**src/rtl/ula_sequenciador.sv**
```systemverilog
// rtl/ula_sequenciador.sv - command sequencer driving the 8-bit ULA with result/flag capture
//
// Accepts one operation (A, B, Sel) per cmd handshake, registers it onto the
// ULA operand lines, pulses ula_start, waits for ula_pronto with a bounded
// wait, then captures result, remainder and flags into a result register
// presented under a res_valid/res_ready handshake.
//
// Ports:
//   Clk, Reset              clock, asynchronous active-low reset
//   cmd_valid/cmd_ready     command handshake, cmd_A/cmd_B/cmd_Sel payload
//   ula_A/ula_B/ula_Sel     registered operands and op code to the ULA
//   ula_start               one-cycle start pulse to the ULA
//   ula_SS/ula_S            saturated / raw ULA result
//   ula_Soma_Cout/C7        adder carry out / carry into bit 7
//   ula_Sub_Bout/B7         subtractor borrow out / borrow into bit 7
//   ula_multi_sat           multiplier saturation
//   ula_pronto              ULA result ready
//   ula_res_div_res         division remainder
//   res_valid/res_ready     result handshake, res_data/res_rem payload
//   flag_z/c/v/n/e          zero, carry/borrow, overflow, negative, error
//   busy                    high whenever not idle

module ula_sequenciador #(
    parameter int MULT_TIMEOUT = 16,
    parameter int CNT_W        = 5
) (
    input  logic       Clk,
    input  logic       Reset,
    input  logic       cmd_valid,
    output logic       cmd_ready,
    input  logic [7:0] cmd_A,
    input  logic [7:0] cmd_B,
    input  logic [2:0] cmd_Sel,
    output logic [7:0] ula_A,
    output logic [7:0] ula_B,
    output logic [2:0] ula_Sel,
    output logic       ula_start,
    input  logic [7:0] ula_SS,
    input  logic [7:0] ula_S,
    input  logic       ula_Soma_Cout,
    input  logic       ula_Soma_C7,
    input  logic       ula_Sub_Bout,
    input  logic       ula_Sub_B7,
    input  logic       ula_multi_sat,
    input  logic       ula_pronto,
    input  logic [7:0] ula_res_div_res,
    output logic       res_valid,
    input  logic       res_ready,
    output logic [7:0] res_data,
    output logic [7:0] res_rem,
    output logic       flag_z,
    output logic       flag_c,
    output logic       flag_v,
    output logic       flag_n,
    output logic       flag_e,
    output logic       busy
);

    localparam logic [2:0] OP_ADD = 3'b000;
    localparam logic [2:0] OP_SUB = 3'b001;
    localparam logic [2:0] OP_MUL = 3'b010;
    localparam logic [2:0] OP_DIV = 3'b011;

    // Last WAIT count value: the edge at which the wait gives up.
    localparam logic [CNT_W-1:0] LP_CNT_LAST = CNT_W'(MULT_TIMEOUT - 1);

    typedef enum logic [1:0] {
        S_IDLE,
        S_LOAD,
        S_WAIT,
        S_DONE
    } state_t;

    state_t           r_state;
    logic [CNT_W-1:0] r_cnt;
    logic [7:0]       r_ula_A;
    logic [7:0]       r_ula_B;
    logic [2:0]       r_ula_Sel;
    logic             r_start;
    logic             r_cmd_ready;
    logic             r_busy;
    logic             r_res_valid;
    logic [7:0]       r_res_data;
    logic [7:0]       r_res_rem;
    logic             r_flag_z;
    logic             r_flag_c;
    logic             r_flag_v;
    logic             r_flag_n;
    logic             r_flag_e;

    logic             w_is_div;
    logic             w_div0;
    logic             w_pronto_ok;
    logic             w_timeout;
    logic [7:0]       w_cap_data;
    logic [7:0]       w_cap_rem;
    logic             w_cap_c;
    logic             w_cap_v;

    // The result is always taken from the saturated output; the raw result
    // is part of the ULA interface but carries nothing needed here.
    logic             w_unused_raw;
    assign w_unused_raw = ^ula_S;

    assign w_is_div   = (r_ula_Sel == OP_DIV);
    assign w_div0     = w_is_div && (r_ula_B == 8'd0);
    assign w_cap_data = w_div0 ? 8'd0 : ula_SS;
    assign w_cap_rem  = (w_is_div && !w_div0) ? ula_res_div_res : 8'd0;

    // The multiplier's ready line may still be high from the previous op in
    // the first WAIT cycle, so it is only trusted from the second cycle on.
    assign w_pronto_ok = ula_pronto && ((r_ula_Sel != OP_MUL) || (r_cnt != '0));
    assign w_timeout   = (r_cnt == LP_CNT_LAST);

    always_comb begin
        w_cap_c = 1'b0;
        w_cap_v = 1'b0;
        case (r_ula_Sel)
            OP_ADD: begin
                w_cap_c = ula_Soma_Cout;
                w_cap_v = ula_Soma_Cout ^ ula_Soma_C7;
            end
            OP_SUB: begin
                w_cap_c = ula_Sub_Bout;
                w_cap_v = ula_Sub_Bout ^ ula_Sub_B7;
            end
            OP_MUL: begin
                w_cap_v = ula_multi_sat;
            end
            default: begin
                w_cap_c = 1'b0;
                w_cap_v = 1'b0;
            end
        endcase
    end

    always_ff @(posedge Clk or negedge Reset) begin
        if (!Reset) begin
            r_state     <= S_IDLE;
            r_cnt       <= '0;
            r_ula_A     <= 8'd0;
            r_ula_B     <= 8'd0;
            r_ula_Sel   <= 3'd0;
            r_start     <= 1'b0;
            r_cmd_ready <= 1'b1;
            r_busy      <= 1'b0;
            r_res_valid <= 1'b0;
            r_res_data  <= 8'd0;
            r_res_rem   <= 8'd0;
            r_flag_z    <= 1'b0;
            r_flag_c    <= 1'b0;
            r_flag_v    <= 1'b0;
            r_flag_n    <= 1'b0;
            r_flag_e    <= 1'b0;
        end else begin
            case (r_state)
                S_IDLE: begin
                    if (cmd_valid) begin
                        r_ula_A     <= cmd_A;
                        r_ula_B     <= cmd_B;
                        r_ula_Sel   <= cmd_Sel;
                        r_start     <= 1'b1;
                        r_cmd_ready <= 1'b0;
                        r_busy      <= 1'b1;
                        r_state     <= S_LOAD;
                    end
                end
                S_LOAD: begin
                    r_start <= 1'b0;
                    r_cnt   <= '0;
                    r_state <= S_WAIT;
                end
                S_WAIT: begin
                    if (w_pronto_ok) begin
                        r_res_data  <= w_cap_data;
                        r_res_rem   <= w_cap_rem;
                        r_flag_z    <= (w_cap_data == 8'd0);
                        r_flag_n    <= w_cap_data[7];
                        r_flag_c    <= w_div0 ? 1'b0 : w_cap_c;
                        r_flag_v    <= w_div0 ? 1'b0 : w_cap_v;
                        r_flag_e    <= w_div0;
                        r_res_valid <= 1'b1;
                        r_state     <= S_DONE;
                    end else if (w_timeout) begin
                        r_res_data  <= 8'd0;
                        r_res_rem   <= 8'd0;
                        r_flag_z    <= 1'b0;
                        r_flag_n    <= 1'b0;
                        r_flag_c    <= 1'b0;
                        r_flag_v    <= 1'b0;
                        r_flag_e    <= 1'b1;
                        r_res_valid <= 1'b1;
                        r_state     <= S_DONE;
                    end else begin
                        r_cnt <= r_cnt + 1'b1;
                    end
                end
                S_DONE: begin
                    if (res_ready) begin
                        r_res_valid <= 1'b0;
                        r_cmd_ready <= 1'b1;
                        r_busy      <= 1'b0;
                        r_state     <= S_IDLE;
                    end
                end
                default: begin
                    r_state <= S_IDLE;
                end
            endcase
        end
    end

    assign cmd_ready = r_cmd_ready;
    assign busy      = r_busy;
    assign ula_A     = r_ula_A;
    assign ula_B     = r_ula_B;
    assign ula_Sel   = r_ula_Sel;
    assign ula_start = r_start;
    assign res_valid = r_res_valid;
    assign res_data  = r_res_data;
    assign res_rem   = r_res_rem;
    assign flag_z    = r_flag_z;
    assign flag_c    = r_flag_c;
    assign flag_v    = r_flag_v;
    assign flag_n    = r_flag_n;
    assign flag_e    = r_flag_e;

endmodule

```
**config.mk**
```make
export PLATFORM = sky130hd
export DESIGN_NAME = ula_sequenciador
export DESIGN_NICKNAME = d
export VERILOG_FILES = /design/src/rtl/ula_sequenciador.sv
export SDC_FILE = /design/constraint.sdc
export NUM_CORES = 1
export LEC_CHECK = 0
export ABC_AREA = 1
export CAP_MARGIN = 25
export CORE_AREA = 2 2 84 102
export DETAILED_ROUTE_END_ITERATION = 12
export DIE_AREA = 0 0 86 104
export MAX_ROUTING_LAYER = met4
export SLEW_MARGIN = 10
export SYNTH_ARGS = -nofsm -noshare
export SYNTH_HDL_FRONTEND = slang
export SYNTH_SLANG_ARGS = --single-unit
export TNS_END_PERCENT = 1
```
**constraint.sdc**
```tcl
create_clock -name Clk -period 2.4 [get_ports Clk]
set_clock_uncertainty 0.05 [all_clocks]
set_input_delay 0.24 -clock Clk [delete_from_list [all_inputs] [get_ports Clk]]
set_output_delay 0.24 -clock Clk [all_outputs]
set_load 0.01 [all_outputs]
```
## Yosys cells after proc, flatten, opt, wreduce, memory -nomap -nowiden

Cells that the tools add are included.

| storage, ports and cells | value |
|---|---|
| register bits | 51 |
| input port bits | 53 |
| word-level logic and storage cells | 87 |

| operators by class | value |
|---|---|
| $add $sub $neg | 1 |
| eq/ne operators | 13 |
| muxes and demuxes | 33 |
| bitwise gates (word level) | 2 |
| reductions and logical operators | 22 |

Operators by type and width:

| operator | count |
|---|---|
| 8-bit 2-to-1 mux | 5 |
| 8-bit zero test | 2 |
| 1-bit 2-to-1 mux | 14 |
| 3-bit AND reduction | 4 |
| 5-bit 2-to-1 mux | 2 |
| 1-bit case mux with 2 select lines | 5 |
| 5-bit case mux with 2 select lines | 1 |
| 2-bit nonzero test | 5 |
| 2-bit 2-to-1 mux | 4 |
| 2-bit != test (second input constant) | 4 |
| 2-bit case mux with 4 select lines | 1 |
| 3-bit by 2-bit == test with 1-bit output (second input constant) | 2 |
| 2-bit AND reduction | 3 |
| 5-bit by 1-bit adder with 5-bit output (second input constant) | 1 |
| 5-bit by 4-bit == test with 1-bit output (second input constant) | 1 |
| 5-bit nonzero test | 1 |
| 2-bit == test (second input constant) | 2 |
| 3-bit by 1-bit == test with 1-bit output (second input constant) | 1 |
| 1-bit logical AND | 3 |
| 3-bit zero test | 1 |
| 3-bit by 2-bit != test with 1-bit output (second input constant) | 1 |
| 3-bit != test (second input constant) | 1 |
| 1-bit case mux with 3 select lines | 1 |
| 2-bit by 1-bit == test with 1-bit output (second input constant) | 1 |
| 4 further kinds | 5 |

## Depth between registers and ports, before layout

| depth | value |
|---|---|
| depth in word-level cells | 6 |
| mapped depth | 11 |

## Worst setup path before layout

No wires, ideal clock.

| path | value |
|---|---|
| path kind | register to register |
| start | register r_state[0] |
| end | register r_res_rem[0] (netlist: res_rem[0]) |
| setup time | 0.065 ns |
| arrival time | 1.452 ns |
| path slack | 0.833 ns |
| stages on the path, launching flop included | 8 |
| buffers on the path | 1 |
| clock period less this slack | 1.567 ns |
| cells stage by stage | dfrtp_1 -> inv_1 -> ha_1 -> clkbuf_1 -> inv_1 -> nor3_2 -> nand2_1 -> nand2_1 |

| on the way | value |
|---|---|
| longest elaborated chain between the ends | 2 |

Ends and longest elaborated chain:

| element | RTL line | text |
|---|---|---|
| start, declared | 74 | `state_t r_state;` |
| start signal, assigned | 139 | `r_state <= S_IDLE;` |
| start signal, assigned | 165 | `r_state <= S_LOAD;` |
| start signal, assigned | 171 | `r_state <= S_WAIT;` |
| 2-bit == test | 156 | `case (r_state)` |
| 2-bit AND reduction (no line) | n/a |  |
| end signal, assigned | 176 | `r_res_rem <= w_cap_rem;` |
| end, declared | 84 | `logic [7:0] r_res_rem;` |

Every way passes these cells.
A chain may end at the register's enable or synchronous reset.

## Worst setup path after layout

| path | value |
|---|---|
| start | register r_state[0] |
| end | register r_res_rem[7] (netlist: res_rem[7]) |

Same word-level chain as after synthesis.

==> implementation parameters <==
Parameter                              Value

Place
  Final weighted congestion of routability-driven global placement ... roughly 0.76
  Post-DP HPWL ... 4270 microns
  IO Port Bufs ... 88

Timing
  Part of the cycle the worst path needs ... 0.727
  Setup violators final ... 0
  Slew HR ... 0.562
  Maximum clock frequency ... 573 MHz
  Tmin final ... 1750 ps
  RSZ-0062 raised after global routing ... no
  Slew at the pin closest to its max-slew limit ... 656 ps
  Worst hold slack across all endpoints ... 324 ps
  Final max-slew violation count ... 0
  Final count of hold timing violations ... 0
  Setup tns final ... 0 ps

Clock tree
  Clock root cell ... clkbuf_8
  Clock Path Buffers ... 2
  TritonCTS sink count ... 50
  Insertion delay of the later-clocked pin in the worst-skew pair ... 310 ps
  Setup fix buffers added after clock tree synthesis ... 0
  Number of CTS-inserted buffers ... 5
  Maximum level of the CTS H-tree ... 2
  Clk pin slew, worst setup/hold paths ... 100 ps
  Clock tree from TritonCTS ... done

Yosys
  Adder and majority cell fraction of the synthesized area ... 0.0378
  Dominant register cell in the synthesized netlist ... dfrtp_1
  Share of synthesized area spent on multiplexers ... 0
  Avg Cell Area, Syn ... 8.31 sq um
  Most common cell in the synthesized netlist ... nand2_1
  Post-Synthesis Net Count ... 339
  Number of enable flip-flop cells after synthesis ... 0
  Compound-cell area share of the yosys netlist ... 0.0642
  Total standard cell area after synthesis ... 0.00232 sq mm
  Post-Synth XOR/XNOR Area ... 0.0113
  Synthesis Warnings ... 0
  Synth Area in Simple Gates ... 0.291
  Sequential area share after synthesis ... 0.540
  Main combinational cell family by area after synthesis ... simple AND/OR/NAND/NOR gates
  Post-synth top area share ... 0.529
  Cell count after synthesis ... 279
  Netlist cell types ... 28
  Cells taking the most area after synthesis ... dfrtp_1 53%, nand2_1 20%, ha_1 3.8%
  Commonest cells in the netlist ... 121 x nand2_1, 49 x dfrtp_1, 19 x inv_1
  Share of flip-flops with an asynchronous set or reset ... 1.00
  Cell type with the highest aggregate area in the netlist ... dfrtp_1
  Seq cells post-synth ... 50

GRT
  Overall overflow remaining after global route ... 0
  Vias in the first global route ... 2084
  Maximum number of pins on one net before global-route repair ... 29
  Aggregate global-route resource usage ... 0.140
  Antenna violations before repair ... 0
  Global-route wire length before repair ... about 9900 microns

Setup path
  Total buffers and inverters traversed by the critical path ... 2
  CP delay by family, top ... simple AND/OR/NAND/NOR gates
  CP Cell Sequence ... inv_1 > ha_1 > inv_1 > nor3_2 > nand2_1 > nand2_1
  Arrival time of data at the critical path endpoint ... 1940 ps
  Category of the worst setup path capture point ... flop
  Critical path type ... flop to flop
  Type of origin of the critical path ... flop
  Worst endpoint required time ... 2590 ps
  Delay of the slowest cell on the worst path ... approximately 470 ps
  Critical path's slowest cell ... nor3_2
  Maximum fanout along the worst path ... 8

Flow run
  Max-capacitance violation count ... 0

Finish
  Filler Cells Inserted ... 805
  Diode count ... 0
  Layout area overhead ... 48.1%
  Nets@finish ... 430
  Sequential cell area ... about 0.0013 sq mm
  Area taken by multi-input logic gates ... 938 sq um
  Fraction of final layout cells with drive strength greater than 1 ... 0.0593

Drt
  DR iter-0 viols ... ~100
  Wire length per cell after detailed routing ... between 10 and 15 microns
  Antenna viol nets, final ... 0
  Final WL ... 5790 microns
  Number of design rule violations left after detail routing ... 0
  Via total after detailed routing ... slightly above 2000
  Average vias per placed instance ... about 4.4
  Detailed-routing iteration count for the pre-antenna-repair pass ... 4

Power and ir drop
  Sequential share of power ... 0.369
  Power density normalized to cell area ... about 1100 mW/mm^2
  Worst IR Drop VDD ... 0.533 mV
  Total net switching power ... 1380 uW
  Pint ... 2450 uW
  Net switching fraction of the power ... 0.360
  Combinational share of power ... 0.445
  Portion of total power attributed to the clock network ... 0.186
  Leakage power ... 0.00165 uW

Floorplan
  Width of the die ... 86 microns
  Row Count ... 36
  Die extent in y ... 104 microns
  Area of the die ... slightly below 0.009 sq mm
  Area of the core ... 0.00797 sq mm
  I/O pin count ... 97
  Effective utilization at floorplan ... 0.291

Outcome
  Run status ... completed

Hold path
  Class of the worst hold path ... input pin to asynchronous set/reset pin
## per-layer routing
metal,vias up,share of wire,global-route usage
li1,1051,-,-
met1,928,0.46,0.179
met2,62,0.46,0.218
met3,2,0.078,0.0397
met4,0,0.0036,0.0374
met5,-,0,-
## layout make-up
| cell class | count | share of cell area |
|---|---|---|
| clock buffers | 5 | 0.0200 |
| well taps | 95 | 0.0346 |
| inverters | 21 | 0.0230 |
| repair buffers | 92 | 0.264 |
| multi-input cells | 200 | 0.273 |
| clock inverters | 3 | 0.0200 |
| flip-flops and latches | 50 | 0.365 |
## placed cells by master, fill, tap and decap left out, types with 3 or more instances in the layout
master,instances
nand2_1,121
clkdlybuf4s50_1,87
dfrtp_1,49
inv_1,19
nor2_1,17
o21ai_0,17
nand3_1,15
ha_1,7
clkbuf_8,5
xor2_1,3
a21oi_1,3
buf_4,3
## per-stage QoR
| step | power, uW | setup WS, ps | utilization | cell area [sq um] | cells |
|---|---|---|---|---|---|
| CTS | 3880 | 595 | 0.431 | 3430 | 466 |
| global placement | 3120 | 663 | 0.412 | 3290 | 457 |
| finish | 3830 | 655 | 0.431 | 3430 | 466 |
| detailed placement | 3150 | 611 | 0.412 | 3290 | 457 |
| global route | 4160 | 452 | 0.431 | 3430 | 466 |
| floorplan | 2280 | 833 | - | 2320 | 279 |
## power by group through the flow
| stage | combinational (uW) | sequential, uW | clock [uW] |
|---|---|---|---|
| after floorplan | 749 | 1530 | 0 |
| after global placement | 1700 | 1420 | 0 |
| after CTS | 1730 | 1410 | 739 |
| final | 1700 | 1410 | 713 |
| after global routing | 1920 | 1460 | 774 |
| after detailed placement | 1720 | 1430 | 0 |
## registers in the layout, indices dropped and copies added (netlist names), 2 cells and up
name      count
ula_B         8
ula_A         8
ula_Sel       3
res_rem       8
r_cnt         5
r_state       2
res_data      8
## repair_timing
| item | CTS | global route |
|---|---|---|
| hold buffers | 1 | 0 |
| resized for setup | 0 | 0 |
| hold endpoints to repair | 14 | 0 |
## final timing paths
path	from	endpoint	slack, ps	depth (start not counted)
setup / recovery	r_state[0]$_DFFE_PN0P_	res_rem[7]$_DFFE_PN0P_	650	6
min in group Clk	ula_res_div_res[0]	res_rem[0]$_DFFE_PN0P_	410	3
hold / removal	Reset	res_rem[5]$_DFFE_PN0P_	320	2
hold reg to reg	res_rem[7]$_DFFE_PN0P_	res_rem[7]$_DFFE_PN0P_	440	2
max in group asynchronous	Reset	ula_A[5]$_DFFE_PN0P_	1380	3
setup reg to reg	r_state[0]$_DFFE_PN0P_	res_rem[7]$_DFFE_PN0P_	650	6
## logic make-up after synthesis
group / after synthesis
fa+ha+maj: 7
xor+xnor: 3
buf+inv: 29
compound gates: 26
flops: 50
simple gates: 164
No activity file was read; power rests on OpenSTA's default activity.
